## src/rtl/bus_initiator_pkg.sv

```systemverilog
// Shared definitions for the femto bus initiator.
// Bus data/access-size widths, access-size codes, status codes, FSM states
// and the local alignment check used when a command is accepted.
package bus_initiator_pkg;

  localparam int BUS_WIDTH     = 32;
  localparam int BUS_ACC_WIDTH = 2;

  // Access-size codes; 2'd3 is reserved and always rejected as misaligned.
  localparam logic [BUS_ACC_WIDTH-1:0] BUS_ACC_1B = 2'd0;
  localparam logic [BUS_ACC_WIDTH-1:0] BUS_ACC_2B = 2'd1;
  localparam logic [BUS_ACC_WIDTH-1:0] BUS_ACC_4B = 2'd2;

  typedef enum logic [1:0] {
    BUSI_OK       = 2'd0,
    BUSI_FAULT    = 2'd1,
    BUSI_TIMEOUT  = 2'd2,
    BUSI_MISALIGN = 2'd3
  } busi_status_e;

  typedef enum logic [1:0] {
    BUSI_IDLE  = 2'd0,
    BUSI_ISSUE = 2'd1,
    BUSI_WAIT  = 2'd2,
    BUSI_DONE  = 2'd3
  } busi_state_e;

  // Only the two low address bits matter for alignment.
  function automatic logic busi_misaligned(input logic [1:0]               addr_lo,
                                           input logic [BUS_ACC_WIDTH-1:0] acc);
    case (acc)
      BUS_ACC_1B: busi_misaligned = 1'b0;
      BUS_ACC_2B: busi_misaligned = addr_lo[0];
      BUS_ACC_4B: busi_misaligned = |addr_lo;
      default:    busi_misaligned = 1'b1;
    endcase
  endfunction

endpackage

```

## src/rtl/bus_initiator.sv

```systemverilog
// Initiator end of the femto peripheral bus.
// Accepts one command at a time (cmd_valid/cmd_ready), issues a single bus
// transaction (one-cycle req), and reports rdata plus status on a one-cycle
// rsp_valid strobe. Misaligned commands are rejected locally without a bus
// cycle; a slave that never answers is cut off after TIMEOUT WAIT cycles.
//
// Ports
//   clk, rst                       clock, synchronous active-high reset
//   cmd_valid/cmd_ready            command handshake
//   cmd_addr/cmd_w_rb/cmd_acc/cmd_wdata  command fields
//   rsp_valid/rsp_rdata/rsp_status result strobe, data, status
//   addr/w_rb/acc/wdata/req        bus request side (registered)
//   rdata/resp/fault               bus response side from the slave
module bus_initiator
  import bus_initiator_pkg::*;
#(
  parameter int AW      = 32,
  parameter int TIMEOUT = 255
) (
  input  logic                     clk,
  input  logic                     rst,
  input  logic                     cmd_valid,
  output logic                     cmd_ready,
  input  logic [AW-1:0]            cmd_addr,
  input  logic                     cmd_w_rb,
  input  logic [BUS_ACC_WIDTH-1:0] cmd_acc,
  input  logic [BUS_WIDTH-1:0]     cmd_wdata,
  output logic                     rsp_valid,
  output logic [BUS_WIDTH-1:0]     rsp_rdata,
  output logic [1:0]               rsp_status,
  output logic [AW-1:0]            addr,
  output logic                     w_rb,
  output logic [BUS_ACC_WIDTH-1:0] acc,
  output logic [BUS_WIDTH-1:0]     wdata,
  output logic                     req,
  input  logic [BUS_WIDTH-1:0]     rdata,
  input  logic                     resp,
  input  logic                     fault
);

  localparam int CW = $clog2(TIMEOUT + 1);
  localparam logic [CW-1:0] CNT_LAST = CW'(TIMEOUT - 1);

  busi_state_e              state_q, state_d;
  logic [AW-1:0]            addr_q, addr_d;
  logic                     w_rb_q, w_rb_d;
  logic [BUS_ACC_WIDTH-1:0] acc_q, acc_d;
  logic [BUS_WIDTH-1:0]     wdata_q, wdata_d;
  logic [CW-1:0]            cnt_q, cnt_d;
  logic [BUS_WIDTH-1:0]     rsp_rdata_q, rsp_rdata_d;
  busi_status_e             rsp_status_q, rsp_status_d;

  always_ff @(posedge clk) begin
    if (rst) begin
      state_q      <= BUSI_IDLE;
      addr_q       <= '0;
      w_rb_q       <= 1'b0;
      acc_q        <= '0;
      wdata_q      <= '0;
      cnt_q        <= '0;
      rsp_rdata_q  <= '0;
      rsp_status_q <= BUSI_OK;
    end else begin
      state_q      <= state_d;
      addr_q       <= addr_d;
      w_rb_q       <= w_rb_d;
      acc_q        <= acc_d;
      wdata_q      <= wdata_d;
      cnt_q        <= cnt_d;
      rsp_rdata_q  <= rsp_rdata_d;
      rsp_status_q <= rsp_status_d;
    end
  end

  always_comb begin
    state_d      = state_q;
    addr_d       = addr_q;
    w_rb_d       = w_rb_q;
    acc_d        = acc_q;
    wdata_d      = wdata_q;
    cnt_d        = cnt_q;
    rsp_rdata_d  = rsp_rdata_q;
    rsp_status_d = rsp_status_q;
    case (state_q)
      BUSI_IDLE: begin
        if (cmd_valid) begin
          addr_d  = cmd_addr;
          w_rb_d  = cmd_w_rb;
          acc_d   = cmd_acc;
          wdata_d = cmd_wdata;
          if (busi_misaligned(cmd_addr[1:0], cmd_acc)) begin
            state_d      = BUSI_DONE;
            rsp_status_d = BUSI_MISALIGN;
            rsp_rdata_d  = '0;
          end else begin
            state_d = BUSI_ISSUE;
          end
        end
      end
      BUSI_ISSUE: begin
        // fault is combinational from the slave and only meaningful here.
        if (fault) begin
          state_d      = BUSI_DONE;
          rsp_status_d = BUSI_FAULT;
          rsp_rdata_d  = '0;
        end else begin
          state_d = BUSI_WAIT;
          cnt_d   = '0;
        end
      end
      BUSI_WAIT: begin
        // resp takes priority over an expiring timeout in the same cycle.
        if (resp) begin
          state_d      = BUSI_DONE;
          rsp_status_d = BUSI_OK;
          rsp_rdata_d  = w_rb_q ? '0 : rdata;
        end else if (cnt_q == CNT_LAST) begin
          state_d      = BUSI_DONE;
          rsp_status_d = BUSI_TIMEOUT;
          rsp_rdata_d  = '0;
        end else if (cnt_q != '1) begin
          cnt_d = cnt_q + 1'b1;
        end
      end
      BUSI_DONE: state_d = BUSI_IDLE;
      default:   state_d = BUSI_IDLE;
    endcase
  end

  assign cmd_ready  = (state_q == BUSI_IDLE);
  assign req        = (state_q == BUSI_ISSUE);
  assign rsp_valid  = (state_q == BUSI_DONE);
  assign rsp_rdata  = rsp_rdata_q;
  assign rsp_status = rsp_status_q;
  assign addr       = addr_q;
  assign w_rb       = w_rb_q;
  assign acc        = acc_q;
  assign wdata      = wdata_q;

endmodule

```

## config.mk

```make
export PLATFORM = sky130hd
export DESIGN_NAME = bus_initiator
export DESIGN_NICKNAME = d
export VERILOG_FILES = /design/src/rtl/bus_initiator_pkg.sv /design/src/rtl/bus_initiator.sv
export SDC_FILE = /design/constraint.sdc
export NUM_CORES = 1
export LEC_CHECK = 0
export CELL_PAD_IN_SITES_DETAIL_PLACEMENT = 1
export CELL_PAD_IN_SITES_GLOBAL_PLACEMENT = 1
export CORE_ASPECT_RATIO = 0.5
export CORE_MARGIN = 2
export CORE_UTILIZATION = 26
export DETAILED_ROUTE_END_ITERATION = 7
export PLACE_DENSITY_LB_ADDON = 0.1
export SYNTH_ARGS = -nofsm -noshare
export SYNTH_HDL_FRONTEND = slang
export SYNTH_SLANG_ARGS = --single-unit
```

## constraint.sdc

```tcl
create_clock -name clk -period 1.72 [get_ports clk]
set_input_delay 0.344 -clock clk [delete_from_list [all_inputs] [get_ports clk]]
set_output_delay 0.344 -clock clk [all_outputs]
set_load 0.03 [all_outputs]
```

==> key figures <==
Logic synthesis
  – Post-synthesis sequential area ratio: 0.5086
  – Syn Std Cell Area: 4369 µm²
  – Synth area leader: dfxtp_1
  – Post-synth cell types: 39
  – Mean Syn Cell Area: approximately 8.3 µm²
  – Synth warn: 0
  – Synth top area cells: dfxtp_1 51%, nand2_1 18%, a21oi_1 8.5%
  – Cells after Synth: 527
  – Top-area cell type share of the netlist area: 0.5086
  – FF+latch count, synth: between 100 and 150
  – Syn_nets: between 600 and 700

STA
  – Slew @ Worst Pin: roughly 0.35 ns
  – Final Hold Viols: 0
  – Setup WS post-layout: -0.01551 ns
  – Fmax: between 0.5 and 0.6 GHz
  – Final Slew Violations: 0
  – RSZ-0062 raised after global routing: true
  – Tcrit/Tclk final: 1.009
  – Setup TNS: -0.01551 ns
  – Worst Skew: between 0.01 and 0.015 ns
  – Rel. slew slack: 0.7590
  – Final setup violation count: 1
  – Post-route minimum period: around 1.7 ns

Placement
  – Post-DP HPWL: ~10 mm
  – Inst Count DP: between 900 and 1,000
  – Cell Area, Placed: between 6000 and 7000 µm²
  – Setup WS pre-CTS: -0.3753 ns
  – IO Port Bufs: roughly 210
  – Gp weighted congestion: about 0.73

Layout
  – Commonest non-fill, non-tap cell in the layout: nand2_1
  – Diode count: 0
  – Total Nets Final: 872
  – # fillers: 1,910
  – Area grow syn2layout: 72.79%
  – Final instance area: 7550 µm²
  – Seq. cell area: approximately 2200 µm²
  – Most frequent cells in the layout: 208 x nand2_1, 108 x dfxtp_1, 103 x clkdlybuf4s50_1
  – Layout Cells excl Fill: around 990
  – Share of cells above drive strength 1: 0.1307
  – Area of the multi-input gates: about 2100 µm²

Floorplan
  – CORE AREA: approximately 16,000 µm²
  – Die height: about 96 µm
  – # IOs: between 200 and 250
  – Total Die Area: 17,920 µm²
  – Starting density of the core: 0.2665
  – Die width: about 190 µm
  – Row cnt: 33

Clock network
  – Root buffer cell: clkbuf_16
  – Worst-Skew Late Latency: 0.35 ns
  – Clock Tree Buf Depth: 2
  – Clk pin slew, worst setup/hold paths: around 0.07 ns
  – CTS Buf Count: 9
  – # hold bufs at CTS: 0
  – Sink Count: approximately 110
  – CTS tree: done
  – Max H-tree Level: 3

Hold path
  – Worst Hold Launch: rst
  – Hold Path Class: input pin to register
  – Worst Hold End: cnt_q[1]
  – Hold depth: 2

Setup path
  – Crit Path Class: register to register
  – Critical path launch point type: register
  – Worst reg2reg setup slack: -0.02 ns
  – Reg2reg path depth: 6
  – Arrival @ worst endpoint: roughly 2.0 ns
  – WP data required: approximately 2.0 ns
  – RR Endpoint: cnt_q[5]
  – Crit path capture type: register
  – Slowest stage delay, CP: 0.38 ns
  – CP max FO: 3
  – Critical R2R Launch: cnt_q[1]
  – Crit path cell chain: ha_2 -> o211ai_1 -> o21ai_2 -> a2111oi_2 -> buf_4 -> mux2i_1
  – Slowest cell on the critical path: a2111oi_2

Power and ir drop
  – Internal: 6.138 mW
  – Power Density: between 1000 and 1500 nW/µm²
  – Leakage: roughly 3.6 nW
  – Sequential Power Share: 0.315
  – Net Sw Frac: 0.3767
  – Worst VDD drop: around 0.56 mV
  – Comb pwr share: 0.474
  – Clock network power share: 0.211
  – NetSw: ~3.7 mW

Route
  – Post-DR wirelength/cell: roughly 15 µm
  – Final ANT Viol Nets: 0
  – Pre-Repair DR Iteration Count: 4
  – DRC Markers: 0
  – Vias/cell: around 4.4
  – Routed vias: about 4,400
  – Starting DRT DRC Count: 96
  – Drt total wl: 14.71 mm

Outcome
  – Failing checks: negative setup slack
  – Outcome: finished with violations

Global route
  – Global-route wire length before repair: between 20 and 25 mm
  – Largest net degree at the start of global routing: 72
  – Initial antenna violation count: 0
  – Gr ovfl total: 0
  – Vias in the first global route: approximately 4,300
  – Total track usage: 0.1572

Run
  – Max-cap violations: 0
==> cell type report <==
type,instances,area share
Timing Repair Buffer,255,0.3407
Sequential cell,111,0.2955
Multi-Input combinational cell,376,0.2839
Tap cell,227,0.03762
Clock buffer,13,0.03580
Inverter,7,0.003480
Clock inverter,3,0.002983
==> metal layers <==
layer  track usage  vias up  wire (µm)
li1              -     2200          -
met1        0.2060     2023       7075
met2        0.2485      120       6568
met3       0.06036        9        968
met4       0.02976        0        102
met5             0        -          0
==> registers in the layout, summed over array words and instances, names as in the netlist <==
name        flops
acc             2
addr           32
cnt_q           8
rsp_rdata      32
rsp_status      2
state_q         2
w_rb            1
wdata          32
==> what timing repair did <==
item	in CTS	in global routing
buffers inserted	1	5
gates cloned	0	3
setup endpoints to repair	116	69
pin swaps	4	9
gates resized for setup	90	48
==> worst max-delay path by stage <==
| stage | from | to | cells past startpoint |
|---|---|---|---|
| finish | cnt_q[1] | cnt_q[5] | 6 |
| global route | cnt_q[0] | cnt_q[5] | 7 |
| CTS | cnt_q[0] | cnt_q[7] | 7 |
| detailed placement | cmd_acc[0] | rsp_rdata[8] | 7 |
| global placement | cmd_acc[0] | rsp_rdata[19] | 7 |
| floorplan | state_q[1] | rsp_rdata[10] | 7 |
==> stage by stage <==
step	total power, mW	hold WS (ns)	util
6_report	9.847	0.3484	0.4606
5_1_grt	10.46	0.3577	0.4606
4_1_cts	9.514	0.3331	0.4432
3_5_place_dp	7.454	0.4464	0.4270
3_3_place_gp	7.409	0.4413	0.4270
2_1_floorplan	5.581	0.4514	-
==> cells in the mapped netlist <==
| cell type | number |
|---|---|
| nand3_4 | 1 |
| inv_1 | 7 |
| nand2b_1 | 6 |
| and4_1 | 1 |
| o22ai_1 | 1 |
| or4_1 | 1 |
| a41o_1 | 1 |
| and2_1 | 2 |
| a21boi_0 | 1 |
| nand3_1 | 3 |
| buf_2 | 3 |
| buf_4 | 1 |
| o2111ai_1 | 2 |
| nor2_1 | 2 |
| a311oi_1 | 2 |
| nor4_2 | 1 |
| a21oi_1 | 74 |
| nor2b_1 | 2 |
| nand4_1 | 2 |
| o211ai_1 | 2 |
| a21o_1 | 1 |
| a31oi_1 | 2 |
| a221oi_1 | 1 |
| or2_2 | 1 |
| a2111oi_0 | 3 |
| ha_1 | 8 |
| o21ai_1 | 2 |
| buf_6 | 3 |
| a21boi_1 | 1 |
| buf_1 | 3 |
| and3_1 | 1 |
| xnor2_1 | 1 |
| nor3_1 | 2 |
| mux2i_1 | 37 |
| nand2_1 | 210 |
| o32ai_1 | 1 |
| clkbuf_1 | 23 |
| dfxtp_1 | 111 |
| a211oi_1 | 1 |
==> power by group through the flow <==
stage	Sequential, mW	Clock, mW	Combinational, mW
2_1_floorplan	3.81	0	1.77
3_3_place_gp	3.15	0	4.26
3_5_place_dp	3.17	0	4.29
4_1_cts	3.11	2.19	4.21
5_1_grt	3.16	2.29	5.01
6_report	3.10	2.08	4.66
==> kinds of logic after synthesis <==
kind of cell	synth area share
xor+xnor	0.002005
simple gates	0.2185
mux	0.08477
buf+inv	0.04124
flops	0.5086
fa+ha+maj	0.02291
compound gates	0.1220
==> critical path: cells and delay by family, from the launching register on <==
kind / cells / cell delay [ns]
AO/OA/AOI/OAI: 3 / 0.78
adder cells (fa/ha/maj): 1 / 0.21
buffers and inverters: 1 / 0.17
flip-flops: 1 / 0.36
multiplexers: 1 / 0.16
Power figures use the tool's default switching activity.
